[config.mk]
export PLATFORM = sky130hd
export DESIGN_NAME = mag_scheduler
export DESIGN_NICKNAME = d
export VERILOG_FILES = /design/src/rtl/mag_scheduler_pkg.sv /design/src/rtl/mag_scheduler_abs.sv /design/src/rtl/mag_scheduler.sv
export SDC_FILE = /design/constraint.sdc
export NUM_CORES = 1
export LEC_CHECK = 0
export BUFFER_PORTS_ARGS = -buffer_cell sky130_fd_sc_hd__buf_2
export CORE_ASPECT_RATIO = 2
export CORE_MARGIN = 1
export CORE_UTILIZATION = 58
export CTS_BUF_LIST = sky130_fd_sc_hd__clkbuf_16
export DETAILED_ROUTE_END_ITERATION = 6
export PLACE_DENSITY = 0.9
export SLEW_MARGIN = 40
export SYNTH_ARGS = -nofsm -noshare
export SYNTH_HDL_FRONTEND = slang
export SYNTH_SLANG_ARGS = --single-unit
[constraint.sdc]
create_clock -name clk -period 5.65 [get_ports clk]
set_clock_uncertainty 0.2 [all_clocks]
set_input_delay 0.565 -clock clk [delete_from_list [all_inputs] [get_ports clk]]
set_output_delay 0.565 -clock clk [all_outputs]
set_load 0.03 [all_outputs]
[src/rtl/mag_scheduler_pkg.sv]
// Shared definitions for the waterfall magnitude scheduler: FSM state
// encodings and pixel format constants.
package mag_scheduler_pkg;

  typedef enum logic [2:0] {
    S_IDLE = 3'd0,
    S_RD   = 3'd1,
    S_LAT  = 3'd2,
    S_WR   = 3'd3,
    S_DONE = 3'd4
  } state_t;

  localparam int PIX_W   = 8;
  localparam int PIX_MAX = 255;

endpackage

[src/rtl/mag_scheduler_abs.sv]
// Complex magnitude approximation |re| + |im|, saturated to width bits.
// Purely combinational; the scheduler registers its inputs one cycle earlier.
module mag_scheduler_abs #(
  parameter int width = 16
) (
  input  logic [width-1:0] re,
  input  logic [width-1:0] im,
  output logic [width-1:0] mag
);

  logic [width-1:0] abs_re;
  logic [width-1:0] abs_im;
  logic [width:0]   sum;

  // Two's-complement absolute values; the most negative input maps to 2**(width-1) unsigned
  always_comb begin
    abs_re = re[width-1] ? (~re + 1'b1) : re;
    abs_im = im[width-1] ? (~im + 1'b1) : im;
    sum    = {1'b0, abs_re} + {1'b0, abs_im};
    mag    = sum[width] ? '1 : sum[width-1:0];
  end

endmodule

[src/rtl/mag_scheduler.sv]
// Sequences one FFT frame through the shared magnitude unit and writes one
// 8-bit waterfall line. Each bin takes RD -> LAT -> WR; WR holds until the
// line buffer accepts the pixel.
// Optional feature: define PEAK_HOLD_EN to add peak_mag/peak_bin outputs
// reporting the largest raw magnitude of the last completed line.
module mag_scheduler
  import mag_scheduler_pkg::*;
#(
  parameter int WIDTH  = 16,
  parameter int NBINS  = 64,
  parameter int ADDR_W = 6
) (
  input  logic              clk,
  input  logic              reset_n,
  input  logic              start,
  input  logic [3:0]        shift,
  output logic              busy,
  output logic              done,
  output logic [ADDR_W-1:0] bin_addr,
  input  logic [WIDTH-1:0]  bin_re,
  input  logic [WIDTH-1:0]  bin_im,
  output logic [ADDR_W-1:0] pix_addr,
  output logic [PIX_W-1:0]  pix_data,
  output logic              pix_valid,
  input  logic              pix_ready
`ifdef PEAK_HOLD_EN
  ,
  output logic [WIDTH-1:0]  peak_mag,
  output logic [ADDR_W-1:0] peak_bin
`endif
);

  state_t state;
  state_t next_state;

  logic [ADDR_W-1:0] bin_idx;
  logic [WIDTH-1:0]  re_q;
  logic [WIDTH-1:0]  im_q;
  logic [3:0]        shift_q;
  logic [WIDTH-1:0]  mag;
  logic [WIDTH-1:0]  scaled;
  logic [PIX_W-1:0]  pix_sat;
  logic              last_bin;
  logic              handshake;

  assign last_bin  = (bin_idx == ADDR_W'(NBINS - 1));
  assign handshake = (state == S_WR) && pix_ready;
  assign bin_addr  = bin_idx;
  assign pix_addr  = bin_idx;

  mag_scheduler_abs #(.width(WIDTH)) abs_0 (
    .re  (re_q),
    .im  (im_q),
    .mag (mag)
  );

  // Scale the raw magnitude by the latched shift and clamp it to a pixel
  always_comb begin
    scaled  = mag >> shift_q;
    pix_sat = (scaled > WIDTH'(PIX_MAX)) ? PIX_W'(PIX_MAX) : scaled[PIX_W-1:0];
  end

  // State register
  always_ff @(posedge clk) begin
    if (!reset_n) state <= S_IDLE;
    else          state <= next_state;
  end

  // Next-state and output decode; pixel data only shows while a write is offered
  always_comb begin
    next_state = state;
    busy       = 1'b0;
    done       = 1'b0;
    pix_valid  = 1'b0;
    pix_data   = '0;
    case (state)
      S_IDLE: begin
        if (start) next_state = S_RD;
      end
      S_RD: begin
        busy       = 1'b1;
        next_state = S_LAT;
      end
      S_LAT: begin
        busy       = 1'b1;
        next_state = S_WR;
      end
      S_WR: begin
        busy      = 1'b1;
        pix_valid = 1'b1;
        pix_data  = pix_sat;
        if (pix_ready) next_state = last_bin ? S_DONE : S_RD;
      end
      S_DONE: begin
        done       = 1'b1;
        next_state = S_IDLE;
      end
      default: next_state = S_IDLE;
    endcase
  end

  // Bin counter, shift latch and RAM data capture into the magnitude unit
  always_ff @(posedge clk) begin
    if (!reset_n) begin
      bin_idx <= '0;
      re_q    <= '0;
      im_q    <= '0;
      shift_q <= '0;
    end else begin
      if (state == S_IDLE && start) shift_q <= shift;
      if (state == S_LAT) begin
        re_q <= bin_re;
        im_q <= bin_im;
      end
      if (handshake) begin
        if (last_bin) bin_idx <= '0;
        else          bin_idx <= bin_idx + 1'b1;
      end
    end
  end

`ifdef PEAK_HOLD_EN
  logic [WIDTH-1:0]  run_max;
  logic [ADDR_W-1:0] run_bin;
  logic              new_peak;

  assign new_peak = (mag > run_max);

  // Running peak over the line; strict compare keeps the lowest bin on ties,
  // and the final bin is folded in as the result is published at line end
  always_ff @(posedge clk) begin
    if (!reset_n) begin
      run_max  <= '0;
      run_bin  <= '0;
      peak_mag <= '0;
      peak_bin <= '0;
    end else begin
      if (state == S_IDLE && start) begin
        run_max <= '0;
        run_bin <= '0;
      end else if (handshake && new_peak) begin
        run_max <= mag;
        run_bin <= bin_idx;
      end
      if (handshake && last_bin) begin
        peak_mag <= new_peak ? mag : run_max;
        peak_bin <= new_peak ? bin_idx : run_bin;
      end
    end
  end
`else
  // Peak tracking not built in this configuration
`endif

endmodule

# Word level (Yosys, flattened, before mapping)
# Index checks and enable logic that the tools add are counted.
[totals]
latchBits = 0
out_inout_bits = 23
regBits = 45
mem_bits_ro = 0
memories = 0
ramBits = 0
elab_cells = 38
[op_classes]
shifts = 1
n_lt_le_gt_ge = 1
n_bitwise = 2
eq_ne = 7
n_mux = 13
div_mod_pow = 0
mul = 0
n_reduce_logical = 5
n_addsub = 4
[op_table]
columns = ["operator", "n"]
rows = [
  ["2-to-1 mux 16 bit", 3],
  ["adder 16 x 1 -> 16 bit (second input constant)", 2],
  ["inverter 16 bit", 2],
  ["adder 16 x 16 -> 17 bit", 1],
  ["> comparator 16 x 8 -> 1 bit (second input constant)", 1],
  ["2-to-1 mux 8 bit", 2],
  ["right shift 16 x 4 -> 16 bit", 1],
  ["one-hot mux 3 bit (4 select lines)", 1],
  ["2-to-1 mux 3 bit", 3],
  ["adder 6 x 1 -> 6 bit (second input constant)", 1],
  ["equality test 3 x 2 -> 1 bit (second input constant)", 2],
  ["equality test 6 bit (second input constant)", 1],
  ["2-to-1 mux 6 bit", 1],
  ["inequality test 2 bit (second input constant)", 2],
  ["equality test 3 x 1 -> 1 bit (second input constant)", 1],
  ["equality test 3 bit (second input constant)", 1],
  ["logical NOT 3 bit", 1],
  ["2-to-1 mux 1 bit", 3],
  ["OR reduction 3 bit", 1],
  ["logical AND 1 bit", 2],
  ["AND reduction 2 bit", 1],
]

# Longest topological paths before layout
# Gate-level depths: netlist of the first run.
[logic_depth]
word_depth = 9
depth_mapped = 17
ltp_nobuf = 17

# Cells and area by module
# From an unflattened synthesis of the first run, not the netlist that was laid out.
[hier_totals]
hier_cells = 515
area_unflattened_um2 = 4020.1
[modules_own_cells]
columns = ["mod", "instances", "cells_each", "area_each_um2"]
rows = [
  ["mag_scheduler", 1, 304, 2575.0],
  ["mag_scheduler_abs", 1, 211, 1445.1],
]

# Least setup slack after synthesis of the first run
# No wires, ideal clock.
[synth_timing]
kind = "reg-to-output"
from = "register im_q[0]"
to = "output port pix_data[6]"
path_stages_with_launch = 17
required_ps = 4885
t_arrival_ps = 4491
slack_ps = 394
path_cell_list = "dfxtp_1 -> or3_1 -> nand2b_1 -> or3_1 -> o31ai_1 -> xnor2_1 -> ha_1 -> clkbuf_1 -> nand2_1 -> o21ai_0 -> nor4_1 -> a221o_1 -> or2_2 -> a211oi_1 -> a211o_1 -> a2111oi_4 -> a221oi_1"
[synth_via]
elab_chain_len = 9
[synth_lines]
columns = ["element", "line", "text"]
rows = [
  ["from (decl)", "mag_scheduler.sv:38", "logic [WIDTH-1:0] im_q;"],
  ["from (signal assigned)", "mag_scheduler.sv:113", "im_q <= bin_im;"],
  ["inverter 16 bit", "mag_scheduler_abs.sv:18", "abs_im = im[width-1] ? (~im + 1'b1) : im;"],
  ["adder 16 x 1 -> 16 bit", "mag_scheduler_abs.sv:18", ""],
  ["2-to-1 mux 16 bit (*)", "mag_scheduler_abs.sv:18", ""],
  ["adder 16 x 16 -> 17 bit (*)", "mag_scheduler_abs.sv:19", "sum = {1'b0, abs_re} + {1'b0, abs_im};"],
  ["2-to-1 mux 16 bit (*)", "mag_scheduler_abs.sv:20", "mag = sum[width] ? '1 : sum[width-1:0];"],
  ["right shift 16 x 4 -> 16 bit (*)", "mag_scheduler.sv:59", "scaled = mag >> shift_q;"],
  ["> comparator 16 x 8 -> 1 bit", "mag_scheduler.sv:60", "pix_sat = (scaled > WIDTH'(PIX_MAX)) ? PIX_W'(PIX_MAX) : scaled[PIX_W-1:0];"],
  ["2-to-1 mux 8 bit (*)", "mag_scheduler.sv:60", ""],
  ["2-to-1 mux 8 bit (*)", "mag_scheduler.sv:76", "case (state)"],
  ["to (decl)", "mag_scheduler.sv:23", "output logic [PIX_W-1:0] pix_data,"],
]
# Every way passes the cells marked *; elsewhere a longest branch is shown, timed or not.

# Final worst setup path of the first run
[layout_timing]
from = "register im_q[0]"
to = "output port pix_data[0]"
# Same word-level chain as after synthesis.

==> results_dict.tcl, run 1 <==
set metrics [dict create \
    outcome "finished, final reports clean" \
    setup_slack_ns 0.0318 \
    synth_area_sq_um 3990 \
    seq_area_sq_um 901 \
    chipWidth_microns 60.7 \
    cts-buffers-inserted 5 \
    ys_types 62 \
    relSlewSlack 0.512 \
    timing.rr.end "shift_q[0]" \
    critPathTopFamily "compound AO/OA/AOI/OAI gates" \
    wl_per_cell_microns 17.4 \
    worstSetupStartpointType "flip-flop" \
    syn_area_per_cell_sq_um 7.65 \
    synth_edf_count 0 \
    ctsHtreeMaxLevel 2 \
    track_usage 0.322 \
    dieArea_sq_um 7240 \
    p_leak_nw 1.93 \
    synth_nets 582 \
    drcViolationCount 0 \
    clock_latency_ns 0.29 \
    cp_max_fo 8 \
    crit_cells 16 \
    layout.nets 621 \
    syn_inst 522 \
    io_buffers 62 \
    area_growth_pct 17.6 \
    dp_cells 639 \
    synth_top_area_frac 0.226 \
    drtAntennaViolNets 0 \
    n_antenna_cell 0 \
    mostFrequentLayoutCells "103 x nand2_1, 61 x buf_2, 45 x dfxtp_1" \
    grt_pass1_vias 3929 \
    core_area_sq_um 6620 \
    holdCritPathClass "reg -> reg" \
    critPathKind "reg -> out" \
    mostFrequentLayoutCell "nand2_1" \
    wl_mm 11.3 \
    ff2ff_path_depth 4 \
    critPathCaptureType "output pin" \
    synthArstFlopShare 0 \
    ys_seq_area_frac 0.226 \
    core.rowCount 42 \
    drt_pass1_iterations 5 \
    instances_no_fill 650 \
    ioPinCount 63 \
    grt_max_degree 46 \
    antenna_found_initial 0 \
    gr-total-overflow 0 \
    r2r-start "shift_q[0]" \
    via_count 4092 \
    initial_core_util 0.603 \
    dpl.hpwl_mm 8.43 \
    fill_cells 525 \
    holdBufCountCts 0 \
    chipHeight_microns 119 \
    ff2ff_setup_slack_ns 3.51 \
    worstPathArrival_ns 4.85 \
    clk_path_buf_depth 2 \
    slew_viol_final 0 \
    cpPeakStageDelay_ns 0.48 \
    cp.required_ns 4.89 \
    yosys.area.top_type "dfxtp_1" \
    ys_warn_count 0 \
    cts.sinks 45 \
    cts_root_buf "clkbuf_16" \
    synth_area_leaders "dfxtp_1 23%, nand2_1 9.8%, xnor2_1 7.0%, a21boi_0 6.4%, ha_1 6.0%" \
    fin_crit_ns 5.62 \
    ys.flop_type "dfxtp_1" \
    clock.fmax_ghz 0.178 \
    cpMaxStageDelayCell "o2111ai_1" \
    startpoint "im_q[0]" \
    gp_congestion 1.00 \
    crit_chain "or3_1 > nand2b_4 > or3_4 > o31ai_2 > xnor2_1 > ha_4 > a21oi_2 > a21bo_2 > o2111ai_1 > o31ai_4 > or2_2 > and3_1 > a2111oi_4 > buf_4 > a221oi_1 > buf_2" \
    yosys_register_bits 45 \
    peakVddDrop_mv 0.219 \
    finalHoldViolCount 0 \
    grt_pass1_wl_mm 17.8 \
    cts_tree "yes" \
    crit_path_end "pix_data[0]" \
    period_share 0.994 \
    drive_gt1_frac 0.226 \
    preCtsSetupSlack_ns 0.147 \
    routed_via_density 6.30 \
    drtIter0Drc 382 \
    powerDensity_nw_per_um2 248 \
    multiInputGateArea_sq_um 3130 \
    drv_cap 0 \
    tightest_slew_ns 0.728 \
    cp.buffers_inverters 2 \
    setup_viol 0 \
    clk_pin_slew_ns 0.06 \
]
## timing repair
| item | CTS | global route |
|---|---|---|
| setup endpoints to repair | 8 | 8 |
| setup buffers | 0 | 3 |
| pin swaps | 2 | 7 |
| resized for setup | 5 | 44 |
| endpoints found under the hold margin | 0 | 0 |
## state kept, by name, summed over array words and instances, names as in the netlist
name	flops
bin_addr	6
im_q	16
re_q	16
shift_q	4
state	3
## synth_stat cells (3+ instances only)
cell type  instances
o22ai_1            3
xor2_1             7
and3_1             4
dfxtp_1           45
o21ai_0           24
a211oi_1           5
o41ai_1            4
nand2b_1           4
mux2_2             3
ha_1              19
clkbuf_1          27
or3_1              7
nand2_1          104
nor4bb_1           3
buf_4              6
nor4_1             4
a21oi_1           29
and2_1             9
o31ai_1            8
nor2_1            25
a221oi_1           8
xnor2_1           32
mux2i_1           17
mux4_2             3
nor3_1             7
or2_2              3
nor2b_1            8
a21o_1             5
nand3_1            6
nand4_1            4
o211ai_1          11
inv_1              8
a21boi_0          34
## stage by stage
stage	setup TNS [ns]	power (mW)	hold slack [ns]	util	cell area [sq um]
3_3_place_gp	0	0.754	0.272	0.646	4280
4_1_cts	-0.000103	1.09	0.287	0.674	4460
6_report	0	1.16	0.296	0.709	4700
2_1_floorplan	0	0.667	0.253	-	3990
5_1_grt	-0.979	1.22	0.307	0.709	4700
3_5_place_dp	0	0.764	0.280	0.646	4280
## worst min-delay path by stage
stage | from | to | slack (ns) | depth (start not counted)
finish | re_q[1] | re_q[1] | 0.30 | 2
detailed placement | re_q[1] | re_q[1] | 0.28 | 2
CTS | re_q[1] | re_q[1] | 0.29 | 2
global placement | im_q[1] | im_q[1] | 0.27 | 2
global route | re_q[1] | re_q[1] | 0.31 | 2
floorplan | im_q[1] | im_q[1] | 0.25 | 2
## tightest hold or removal path: stages, from the launching register on
cell	delay [ns]
dfxtp_1	0.32
nand2_1	0.05
a21boi_0	0.07
## cell families after synthesis
logic type	synth area share
multiplexers	0.0680
XOR/XNOR	0.0855
AND/OR/NAND/NOR	0.233
AO/OA/AOI/OAI	0.276
buffers and inverters	0.0479
flip-flops	0.226
adder cells (fa/ha/maj)	0.0645
## cell type report
| class | instances | area share |
|---|---|---|
| clock buffer | 5 | 0.0266 |
| multi-input combinational | 432 | 0.666 |
| timing repair buffer | 67 | 0.0746 |
| clock inverter | 3 | 0.00906 |
| sequential | 45 | 0.192 |
| tap | 88 | 0.0234 |
| inverter | 10 | 0.00799 |
## routing by layer
layer	up-vias	wire length (microns)	track usage
li1	1960	-	-
met1	1916	3850	0.296
met2	162	6450	0.587
met3	54	407	0.0695
met4	0	601	0.213
met5	-	0	0
## where the power goes
group / switching [mW] / total, mW / internal [mW]
clock: 0.124 / 0.331 / 0.208
sequential: 0.0361 / 0.372 / 0.336
combinational: 0.259 / 0.461 / 0.202
No activity file was read; power rests on OpenSTA's default activity.
==> inputs of run 2 (changes only) <==
CORE_ASPECT_RATIO = 0.75   (was 2)
CORE_MARGIN = default   (was 1)
==> results_dict.tcl, run 2 (synthesis results as in run 1) <==
set metrics [dict create \
    outcome "finished, final reports clean" \
    clk_path_buf_depth 2 \
    cp.required_ns 4.89 \
    clk_pin_slew_ns 0.06 \
    drv_cap 0 \
    fin_crit_ns 5.54 \
    relSlewSlack 0.534 \
    hold_slack_ns 0.307 \
    dieArea_sq_um 7230 \
    drcViolationCount 0 \
    cts.sinks 45 \
    worstSetupStartpointType "flip-flop" \
    slew_viol_final 0 \
    tightest_slew_ns 0.695 \
    critPathCaptureType "output pin" \
    core_area_sq_um 6470 \
    holdBufCountCts 0 \
    core.rowCount 25 \
    ctsHtreeMaxLevel 2 \
    antenna_found_initial 0 \
    critPathKind "reg -> out" \
    dpl.hpwl_mm 7.65 \
    tns_ns 0 \
    ioPinCount 63 \
    track_usage 0.288 \
    grt_pass1_wl_mm 16.8 \
    p_leak_nw 1.91 \
    mostFrequentLayoutCell "nand2_1" \
    drtIter0Drc 326 \
    p_seq_frac 0.341 \
    cp_max_fo 8 \
    placed_area_sq_um 4270 \
    cts-buffers-inserted 5 \
    period_share 0.981 \
    layout.nets 623 \
    initial_core_util 0.617 \
    wl_per_cell_microns 16.3 \
    n_antenna_cell 0 \
    via_count 4053 \
    drive_gt1_frac 0.215 \
    chipHeight_microns 73.9 \
    p_total_mw 1.08 \
    clock_latency_ns 0.28 \
    min-delay-start "im_q[1]" \
    chipWidth_microns 97.8 \
    clkPwrFrac 0.259 \
    clock.fmax_ghz 0.180 \
    worstPathArrival_ns 4.78 \
    r2r-start "shift_q[0]" \
    grt_max_degree 46 \
    powerDensity_nw_per_um2 236 \
    io_buffers 62 \
    gr-total-overflow 0 \
    grt_pass1_vias 3562 \
    mostFrequentLayoutCells "104 x nand2_1, 58 x buf_2, 45 x dfxtp_1" \
    finalHoldViolCount 0 \
    startpoint "re_q[0]" \
    sw_frac_of_total 0.368 \
    wl_mm 10.5 \
    drt_pass1_iterations 5 \
    p_comb_frac 0.399 \
    holdCritPathClass "reg -> reg" \
    gp_congestion 0.954 \
    p_int_uw 685 \
    cts_root_buf "clkbuf_16" \
    drtAntennaViolNets 0 \
    stdcell_area_sq_um 4590 \
    p_switching_uw 399 \
    peakVddDrop_mv 0.238 \
    setup_viol 0 \
    routed_via_density 6.28 \
    dp_cells 632 \
    cts_tree "yes" \
    instances_no_fill 645 \
    area_growth_pct 15.0 \
]
-- run 2: cell count changes in the layout (fill, tap and decap cells not counted), sizes merged --
cell	before	now
clkinv	3	5
buf	67	69
inv	9	8
bufinv	1	0
-- run 2: power by group through the flow --
stage / combinational [mW] / clock, mW / sequential, mW
2_1_floorplan: 0.309 / 0 / 0.358
3_3_place_gp: 0.374 / 0 / 0.372
3_5_place_dp: 0.382 / 0 / 0.374
4_1_cts: 0.395 / 0.283 / 0.367
5_1_grt: 0.469 / 0.298 / 0.373
6_report: 0.433 / 0.281 / 0.370
-- run 2: worst paths after layout --
kind         slack, ns  depth (start not counted)           to
max reg2reg       3.56                          4   shift_q[0]
min reg2reg       0.31                          2      im_q[1]
max               0.11                         20  pix_data[5]
min               0.31                          2      im_q[1]
-- run 2: repair_timing --
| item | 4_1_cts | 5_1_grt |
|---|---|---|
| pin swaps | 3 | 2 |
| resized for setup | 8 | 28 |
| gates cloned | 0 | 0 |
| setup buffers | 3 | 2 |
| setup endpoints to repair | 8 | 8 |
-- run 2: per-layer routing --
metal  wire length (microns)  GRT usage  part of all wire  up-vias
li1                        -          -                 -     1959
met1                    4820      0.397              0.46     1878
met2                    4770      0.477              0.45      194
met3                     748     0.0390             0.071       22
met4                     171     0.0724             0.016        0
met5                       0          0                 0        -
-- run 2: cell type report --
class / count / area (sq um)
clock buffers: 5 / 125
multi-input cells: 432 / 3040
clock inverters: 3 / 17.5
repair buffers: 69 / 373
fillers: 504 / 1880
well taps: 81 / 101
flip-flops and latches: 45 / 901
inverters: 10 / 37.5
-- run 2: critical path: stages, from the launching register on --
cell       delay (ns)
dfxtp_1          0.35
inv_1            0.10
ha_1             0.16
nand2_1          0.08
or4_1            0.46
o21ai_2          0.21
nand2_1          0.10
xor2_1           0.28
ha_4             0.28
a21oi_1          0.27
o21ai_0          0.17
a21oi_2          0.27
and3_1           0.22
a211oi_2         0.05
buf_4            0.18
nor3_1           0.27
o2111ai_2        0.19
a2111oi_4        0.37
buf_4            0.20
a221oi_1         0.09
buf_4            0.20
-- run 2: per-stage QoR --
stage	utilization	setup slack, ns
final	0.709	0.109
after global routing	0.709	-0.0382
after CTS	0.689	0.00378
after detailed placement	0.660	0.290
after global placement	0.660	0.301
after floorplan	-	0.394
